### src/rtl/pixel_queue_sc.sv
// Single-clock pixel output queue between the pixel generator and the video
// output stage. Stores CHANNELS x CHAN_WIDTH component fields plus a position
// tag per word. Supports standard registered read (FWFT=0) and
// first-word-fall-through (FWFT=1), synchronous flush, occupancy count and
// programmable almost-full/almost-empty flags.
// Ports:
//   clk, rst (async, active-high), clk_en (global enable), flush (sync clear)
//   write side : pix_in, position_in, wr_en -> full, almost_full, overflow
//   read side  : rd_en -> pix_out, position_out, valid, empty, almost_empty,
//                underflow
//   count      : occupancy, including the FWFT head register
module pixel_queue_sc #(
  parameter int unsigned ADDR_WIDTH        = 4,
  parameter int unsigned CHANNELS          = 4,
  parameter int unsigned CHAN_WIDTH        = 8,
  parameter int unsigned POS_WIDTH         = 3,
  parameter int unsigned PROG_FULL_THRESH  = 12,
  parameter int unsigned PROG_EMPTY_THRESH = 2,
  parameter int unsigned FWFT              = 0
) (
  input  logic                           clk,
  input  logic                           rst,
  input  logic                           clk_en,
  input  logic                           flush,
  input  logic [CHANNELS*CHAN_WIDTH-1:0] pix_in,
  input  logic [POS_WIDTH-1:0]           position_in,
  input  logic                           wr_en,
  output logic                           full,
  output logic                           almost_full,
  output logic                           overflow,
  output logic [CHANNELS*CHAN_WIDTH-1:0] pix_out,
  output logic [POS_WIDTH-1:0]           position_out,
  input  logic                           rd_en,
  output logic                           empty,
  output logic                           valid,
  output logic                           underflow,
  output logic                           almost_empty,
  output logic [ADDR_WIDTH:0]            count
);

  localparam int unsigned DEPTH  = 1 << ADDR_WIDTH;
  localparam int unsigned PIX_W  = CHANNELS * CHAN_WIDTH;
  localparam int unsigned WORD_W = PIX_W + POS_WIDTH;
  localparam int unsigned CW     = ADDR_WIDTH + 1;
  localparam bit          IS_FWFT = (FWFT != 0);

  logic [WORD_W-1:0]     mem [DEPTH];
  logic [ADDR_WIDTH-1:0] wr_ptr, wr_ptr_n, rd_ptr, rd_ptr_n;
  logic [CW-1:0]         mem_cnt, mem_cnt_n, count_q, count_n;
  logic [WORD_W-1:0]     rd_q, head_q;
  logic                  stage_vld, stage_vld_n, head_vld, head_vld_n;
  logic                  rd_vld, rd_vld_n;
  logic                  full_q, full_n, empty_q, empty_n;
  logic                  afull_q, afull_n, aempty_q, aempty_n;
  logic                  ovf_q, ovf_n, udf_q, udf_n;
  logic                  wr_acc, rd_acc, mem_rd, head_load;

  // Next-state: acceptance, RAM read scheduling, occupancy and flags
  always_comb begin
    wr_acc      = wr_en & clk_en & ~full_q & ~flush;
    rd_acc      = rd_en & clk_en & ~empty_q & ~flush;
    head_load   = 1'b0;
    mem_rd      = rd_acc;
    stage_vld_n = 1'b0;
    head_vld_n  = 1'b0;
    rd_vld_n    = 1'b0;
    if (IS_FWFT) begin
      // RAM read stage refills whenever it is empty or moving into the head
      head_load   = clk_en & ~flush & stage_vld & (~head_vld | rd_acc);
      mem_rd      = clk_en & ~flush & (mem_cnt != '0) & (~stage_vld | head_load);
      stage_vld_n = mem_rd | (stage_vld & ~head_load);
      head_vld_n  = head_load | (head_vld & ~rd_acc);
    end else begin
      rd_vld_n    = rd_acc;
    end
    wr_ptr_n  = wr_ptr + ADDR_WIDTH'(wr_acc);
    rd_ptr_n  = rd_ptr + ADDR_WIDTH'(mem_rd);
    mem_cnt_n = mem_cnt + CW'(wr_acc) - CW'(mem_rd);
    if (flush) begin
      wr_ptr_n    = '0;
      rd_ptr_n    = '0;
      mem_cnt_n   = '0;
      stage_vld_n = 1'b0;
      head_vld_n  = 1'b0;
      rd_vld_n    = 1'b0;
    end
    count_n  = IS_FWFT ? (mem_cnt_n + CW'(stage_vld_n) + CW'(head_vld_n)) : mem_cnt_n;
    full_n   = (count_n == CW'(DEPTH));
    afull_n  = (count_n >= CW'(PROG_FULL_THRESH));
    aempty_n = (count_n <= CW'(PROG_EMPTY_THRESH));
    empty_n  = IS_FWFT ? ~head_vld_n : (count_n == '0);
    ovf_n    = wr_en & full_q & ~flush;
    udf_n    = rd_en & empty_q & ~flush;
  end

  // State registers; nothing moves unless clk_en
  always_ff @(posedge clk or posedge rst) begin
    if (rst) begin
      wr_ptr    <= '0;
      rd_ptr    <= '0;
      mem_cnt   <= '0;
      count_q   <= '0;
      stage_vld <= 1'b0;
      head_vld  <= 1'b0;
      rd_vld    <= 1'b0;
      rd_q      <= '0;
      head_q    <= '0;
      full_q    <= 1'b0;
      empty_q   <= 1'b1;
      afull_q   <= 1'b0;
      aempty_q  <= 1'b1;
      ovf_q     <= 1'b0;
      udf_q     <= 1'b0;
    end else if (clk_en) begin
      wr_ptr    <= wr_ptr_n;
      rd_ptr    <= rd_ptr_n;
      mem_cnt   <= mem_cnt_n;
      count_q   <= count_n;
      stage_vld <= stage_vld_n;
      head_vld  <= head_vld_n;
      rd_vld    <= rd_vld_n;
      if (mem_rd)    rd_q   <= mem[rd_ptr];
      if (head_load) head_q <= rd_q;
      full_q    <= full_n;
      empty_q   <= empty_n;
      afull_q   <= afull_n;
      aempty_q  <= aempty_n;
      ovf_q     <= ovf_n;
      udf_q     <= udf_n;
    end
  end

  // Storage array write port (no reset so it maps onto RAM)
  always_ff @(posedge clk) begin
    if (wr_acc) mem[wr_ptr] <= {pix_in, position_in};
  end

  assign pix_out      = IS_FWFT ? head_q[WORD_W-1:POS_WIDTH] : rd_q[WORD_W-1:POS_WIDTH];
  assign position_out = IS_FWFT ? head_q[POS_WIDTH-1:0] : rd_q[POS_WIDTH-1:0];
  assign valid        = IS_FWFT ? head_vld : rd_vld;
  assign full         = full_q;
  assign almost_full  = afull_q;
  assign overflow     = ovf_q;
  assign empty        = empty_q;
  assign almost_empty = aempty_q;
  assign underflow    = udf_q;
  assign count        = count_q;

endmodule

### config.mk
export PLATFORM = sky130hd
export DESIGN_NAME = pixel_queue_sc
export DESIGN_NICKNAME = d
export VERILOG_FILES = /design/src/rtl/pixel_queue_sc.sv
export SDC_FILE = /design/constraint.sdc
export NUM_CORES = 1
export LEC_CHECK = 0
export ABC_CLOCK_PERIOD_IN_PS = 12100
export BUFFER_PORTS_ARGS = -buffer_cell sky130_fd_sc_hd__buf_2
export CAP_MARGIN = 20
export CORE_MARGIN = 2
export CORE_UTILIZATION = 50
export DETAILED_ROUTE_END_ITERATION = 8
export GPL_ROUTABILITY_DRIVEN = 0
export PLACE_DENSITY = 0.79
export SYNTH_ARGS = -nofsm -noshare
export SYNTH_HDL_FRONTEND = slang
export SYNTH_SLANG_ARGS = --single-unit
### constraint.sdc
create_clock -name clk -period 12.1 [get_ports clk]
set_clock_uncertainty 0.2 [all_clocks]
set_input_delay 0.605 -clock clk [delete_from_list [all_inputs] [get_ports clk]]
set_output_delay 0.605 -clock clk [all_outputs]
set_load 0.01 [all_outputs]
* Word-level counts from Yosys, hierarchy flattened *
Memories as Yosys holds them, arrays and structs flattened. A register that Yosys moved wholly into a read port is not among the register bits.
Cells that the tools add are included.
Widths: inputs -> output; s select.

word-level totals
  latch bits = 0
  RAM bits = 560
  bits of input ports = 41
  bits in read-only memories = 0
  memories kept = 1
  bits in registers = 20

cells by class
  add/subtract/negate cells = 4
  bitwise logic cells = 13
  equality and inequality tests = 1
  multiply operators = 0
  muxes and demuxes = 6
  reductions and logical operators = 2
  div/mod/pow operators = 0
  shift-type cells = 0
  magnitude comparators = 2

memory list
  name  depth  bits a word  rd ports  clocked after memory_dff  wr ports  RTL line  RTL
  mem   16     35           1         1                         1         47        logic [WORD_W-1:0] mem [DEPTH];

operator list
  operator            count
  $and 1x1->1         10
  $add 4x1->4         2
  $mux 4              2
  $add 5x1->5         1
  $eq 5x5->1 const B  1
  $ge 5x4->1 const B  1
  $le 5x2->1 const B  1
  $logic_not 5->1     1
  $mux 5              1
  $sub 5x1->5         1
  $mux 1              3
  $not 1->1           3
  $reduce_and 2->1    1

* Depth between registers and ports, before layout *
  depth after elaboration = 7
  depth in mapped cells = 13
  gate-level depth less buffers = 13

* Least setup slack after synthesis *
OpenSTA, ideal clock, no wires.

  kind = input -> register
  start = input clk_en
  end = memory mem[0][0] in the netlist's numbering (enable)
  buffers on the path = 0
  data required time = 11.429 ns
  arrival time = 3.626 ns
  cell stages on the path = 5
  setup slack = 7.803 ns
  path through = nor2b_2 nand3_1 inv_1 nand3_1 nor3_1

between the ends
  longest elaborated chain between the ends = 5

RTL lines
  element                       RTL line  RTL
  start: declaration            23        input logic clk_en,
  $and 1x1->1 (3 in series)     60        wr_acc = wr_en & clk_en & ~full_q & ~flush;
  $mux 1                        135       if (wr_acc) mem[wr_ptr] <= {pix_in, position_in};
  $mux 1 (not written as such)  135
  end: declaration              47

No other way between the ends.

* Final worst setup path *
  start = input clk_en
  end = register empty_q, in the netlist empty

between the ends
  longest elaborated chain between the ends = 7
  elaborated cells on any way between the ends = 10
  those cells by class = add/sub: 2; mux: 1; bitwise: 6; reduce/logical: 1

RTL lines
  element                    RTL line  RTL
  $and 1x1->1 (3 in series)  60
  $add 5x1->5                78        mem_cnt_n = mem_cnt + CW'(wr_acc) - CW'(mem_rd);
  $sub 5x1->5                78
  $mux 5                     79        if (flush) begin
  $logic_not 5->1            91        empty_n = IS_FWFT ? ~head_vld_n : (count_n == '0);
  end signal: assignment     125       empty_q <= empty_n;
  end: declaration           53        logic full_q, full_n, empty_q, empty_n;

Several ways; a longest one is shown, not always the timed one.
A chain may end at the register's enable or synchronous reset.

==> flow_results.org <==
** Status
- The flow ran to the end, and the final reports show no timing, DRC or antenna violations.

** Worst setup path
- Data on the critical path arrives at its endpoint at 4.37 ns.
- Required time at the endpoint of the critical path :: between 10 and 15 ns
- Highest-delay cell along the critical path :: sky130_fd_sc_hd__nand3b_4
- STA classifies the critical path startpoint as an input port.
- Series of cell instances along the critical path :: buf_2, nor2b_2, nand3b_4, inv_2, ha_1, inv_1, ha_1, inv_1, fa_1, nor2b_1, o21a_1, nor4_1, or2_2, a211oi_1
- Along the worst path, the maximum fanout reaches 37.
- Cell count of the worst reg-to-reg path :: 7
- In this design, the stage delay of the slowest critical-path cell is approximately 0.65 ns.
- Kind of end point of the critical path :: register
- Classification of the worst setup path :: input port to register

** CTS
- Worst-Skew Late Latency :: 0.59 ns
- The root buffer cell chosen for the clock tree is sky130_fd_sc_hd__clkbuf_16.
- Buffers added to address setup during post-CTS repair amount to 0.
- The H-tree was split into 2 levels.
- In this run, CTS created clock tree buffers numbering 56.
- After clock tree synthesis, the repair step resized 0 gates.
- Clock tree from TritonCTS :: done
- Buffers inserted to repair hold after CTS numbered 0.
- In this run the deepest clock path goes through 3 buffers.
- The clock net in this run drives a total of 615 sinks.
- Clock slew at reported path FFs :: approximately 0.07 ns

** Power and ir drop
- Sequential cells account for 52.5% of the total power.
- For this design the ratio of total power to cell area is 177 nW/µm².
- Combinational logic is responsible for 8.9% of the overall power.
- In this run switching power makes up between 20 and 25% of total power.
- Maximum vdd drop :: approximately 0.12 mV
- Summing internal, switching and leakage power gives 4.72 mW.
- Clock power frac :: between 30 and 40%
- For this design the static power due to leakage is around 8.6 nW.
- P_int :: ~3.7 mW
- In this run the power spent charging and discharging nets is approximately 1.1 mW.

** Layout
- The final layout contains about 1300 nets.
- Layout cells sized above 1 :: ~29%
- Fill cell count :: 3278
- From synthesis to final layout, the design area changed by 13.4%.

** Die
- In this run the standard cell core region covers 46500 µm².
- The die is approximately 220 µm tall.
- In this run the count of I/O pins placed on the die edge is 88.
- The initialized floorplan defines a little under 80 standard-cell rows.
- For this configuration, the core starts out at a cell density of 50.6%.
- The floorplan step defined a die boundary enclosing 48800 µm².
- Overall die width :: 221 µm

** Global routing
- Global routing used a little over a fifth of the available tracks.
- The initial antenna violation count came to 5.
- Global route total overflow :: 0
- Wire length of the first global-routing pass :: roughly 76000 µm
- Number of global-route vias before repair :: around 12000
- Largest net degree at the start of global routing :: 76

** STA
- Final critical-path setup slack :: 8.03 ns
- Unrepaired setup endpoints after global routing :: false
- Maximum achievable frequency :: approximately 250 MHz
- Sum of negative setup slack :: 0 ns
- Setup violations remaining at the end of the flow were counted as 0.
- Headroom to the max-slew limit came out at about a quarter.
- Clock period minus worst slack :: 4.07 ns
- Total count of hold-check failures in the final report :: 0
- After layout, the worst path uses about a third of the clock period.
- Final Slew Violations :: 0
- Pin slew with the least headroom to its limit :: 1.13 ns

** Synth
- Number of nets produced by synthesis :: about 1200
- After technology mapping, the gate count stands at 1108.
- For this run, the number of Yosys warnings is 0.
- Share of synthesized flip-flops with an asynchronous set or reset :: under 10%
- For this run, the register share of the synthesized area comes to between 70 and 80%.
- EDFF count, synth :: 560
- Dividing the synthesized area by the synthesized cell count gives approximately 21 µm².
- Counting flops and latches in the post-synthesis netlist gives around 620.
- Netlist Area Pre-Place :: roughly 24000 µm²
- The most used flip-flop cell after synthesis is sky130_fd_sc_hd__edfxtp_1.
- Unique masters post-synth :: between 40 and 50

** Placed design
- Timing analysis after detailed placement gives a worst setup slack of between 7 and 8 ns.
- Number of port buffers :: 87
- The wire-length estimate of the detail-placed layout is between 20000 and 30000 µm.

** Drt
- In the routed layout, each cell is associated on average with a via count of 6.10.
- Total wire length :: around 51000 µm
- In the final routed layout, each cell accounts on average for about 27 µm.
- DR vias :: 11500
- DRC violation count after routing :: 0
- Detailed router's first-iteration violation count :: about 1400
- Antenna Nets Post-Route :: 0
- The first detailed-routing pass ran for 5 iterations.

** Run
- Reported max-cap violation count :: 0

** Hold path
- The tightest min-delay check is of the input port to asynchronous set/reset pin type.
[power groups by stage]
| stage | logic (mW) | clock network [mW] | registers (mW) |
|---|---|---|---|
| 2_1_floorplan | 0.228 | 0 | 2.52 |
| 3_3_place_gp | 0.400 | 0 | 2.52 |
| 3_5_place_dp | 0.418 | 0 | 2.52 |
| 4_1_cts | 0.424 | 1.84 | 2.48 |
| 5_1_grt | 0.457 | 1.92 | 2.48 |
| 6_report | 0.420 | 1.82 | 2.48 |
[critical path, delay by kind of cell]
kind | cells | cell delay, ns
AO/OA/AOI/OAI | 2 | 0.38
adder cells (fa/ha/maj) | 3 | 0.86
buffers and inverters | 4 | 0.77
AND/OR/NAND/NOR | 5 | 1.73
[final timing paths]
check	end	slack, ns	from
min in group clk	overflow	0.10	wr_en
setup / recovery	empty	8.03	clk_en
setup reg to reg	rd_q[32]	8.50	rd_ptr[0]
hold reg to reg	rd_q[16]	0.30	rd_q[16]
max in group asynchronous	rd_ptr[0]	10.92	rst
hold / removal	rd_q[22]	0.09	rst
[layout by cell type, fill, tap and decap left out, types with 4 or more instances in the layout]
cell type                   Yosys  final
sky130_fd_sc_hd__inv_1         19     18
sky130_fd_sc_hd__clkinv_2       0      7
sky130_fd_sc_hd__mux2i_1       69     69
sky130_fd_sc_hd__o21ai_0       15     15
sky130_fd_sc_hd__nor3_2         0      4
sky130_fd_sc_hd__nand3_1        7      7
sky130_fd_sc_hd__clkbuf_8       0      5
sky130_fd_sc_hd__clkbuf_16      0     57
sky130_fd_sc_hd__clkbuf_1      21     16
sky130_fd_sc_hd__buf_2         27     87
sky130_fd_sc_hd__nor2_1        47     35
sky130_fd_sc_hd__bufinv_16      0      8
sky130_fd_sc_hd__mux4_2       138    138
sky130_fd_sc_hd__a21oi_1       35     35
sky130_fd_sc_hd__buf_4          0     28
sky130_fd_sc_hd__nor2_4         0     12
sky130_fd_sc_hd__nand2_1       16     15
sky130_fd_sc_hd__nand2b_1       5      4
sky130_fd_sc_hd__clkinv_1       0      6
sky130_fd_sc_hd__o21ai_1       35     35
sky130_fd_sc_hd__edfxtp_1     560    560
sky130_fd_sc_hd__o22ai_1        5      5
sky130_fd_sc_hd__dfrtp_1       53     50
sky130_fd_sc_hd__ha_1           9      9
[layout make-up]
class	count	area [µm²]	area share, %
Sequential cell	615	18200	68.3
Multi-Input combinational cell	415	5060	19.0
Clock inverter	27	347	1.30
Timing Repair Buffer	115	646	2.42
Tap cell	607	759	2.85
Antenna cell	2	5.00	0.0188
Inverter	20	75.1	0.282
Clock buffer	78	1560	5.84
[per-stage QoR]
| step | cell area, µm² | hold WS (ns) | utilization [%] | cells |
|---|---|---|---|---|
| 6_report | 26700 | 0.0938 | 57.4 | 1879 |
| 5_1_grt | 26700 | 0.104 | 57.4 | 1879 |
| 4_1_cts | 26600 | 0.0547 | 57.4 | 1877 |
| 3_5_place_dp | 24700 | 0.296 | 53.3 | 1772 |
| 3_3_place_gp | 24700 | 0.279 | 53.3 | 1772 |
| 2_1_floorplan | 23500 | 0.311 | - | 1108 |
[metal layers]
| layer | wire length, µm | track usage [%] |
|---|---|---|
| met5 | 43 | 0 |
| met4 | 1610 | 7.47 |
| met3 | 3750 | 3.51 |
| met2 | 25000 | 34.1 |
| met1 | 20200 | 29.0 |
[kinds of logic (layout without fill, tap and decap cells)]
family / after synthesis / in the layout / synth area share [%]
compound gates: 104 / 104 / 2.43
mux: 207 / 207 / 16.2
simple gates: 91 / 91 / 1.77
fa+ha+maj: 10 / 10 / 0.564
other cells: 0 / 2 / 0
buf+inv: 78 / 240 / 1.58
xor+xnor: 3 / 3 / 0.112
flops: 615 / 615 / 77.4
[flip-flops by register name, summed over array words and instances, names as in the netlist]
name,cells
valid,1
rd_q,35
wr_ptr,4
mem,560
underflow,1
overflow,1
rd_ptr,4
almost_full,1
empty,1
count,5
almost_empty,1
full,1
[cells in the mapped netlist (all sizes together), types with 7 or more instances]
master	instances	area, µm²
inv	20	75.1
edfxtp	560	16800
a21oi	35	175
nand2	16	60.1
ha	9	113
o21ai	50	250
nand3	7	35.0
clkbuf	21	78.8
nor2	47	176
mux4	138	3110
buf	37	218
mux2i	69	691
dfrtp	53	1330
Note: power is estimated with default switching activity, not from simulation.
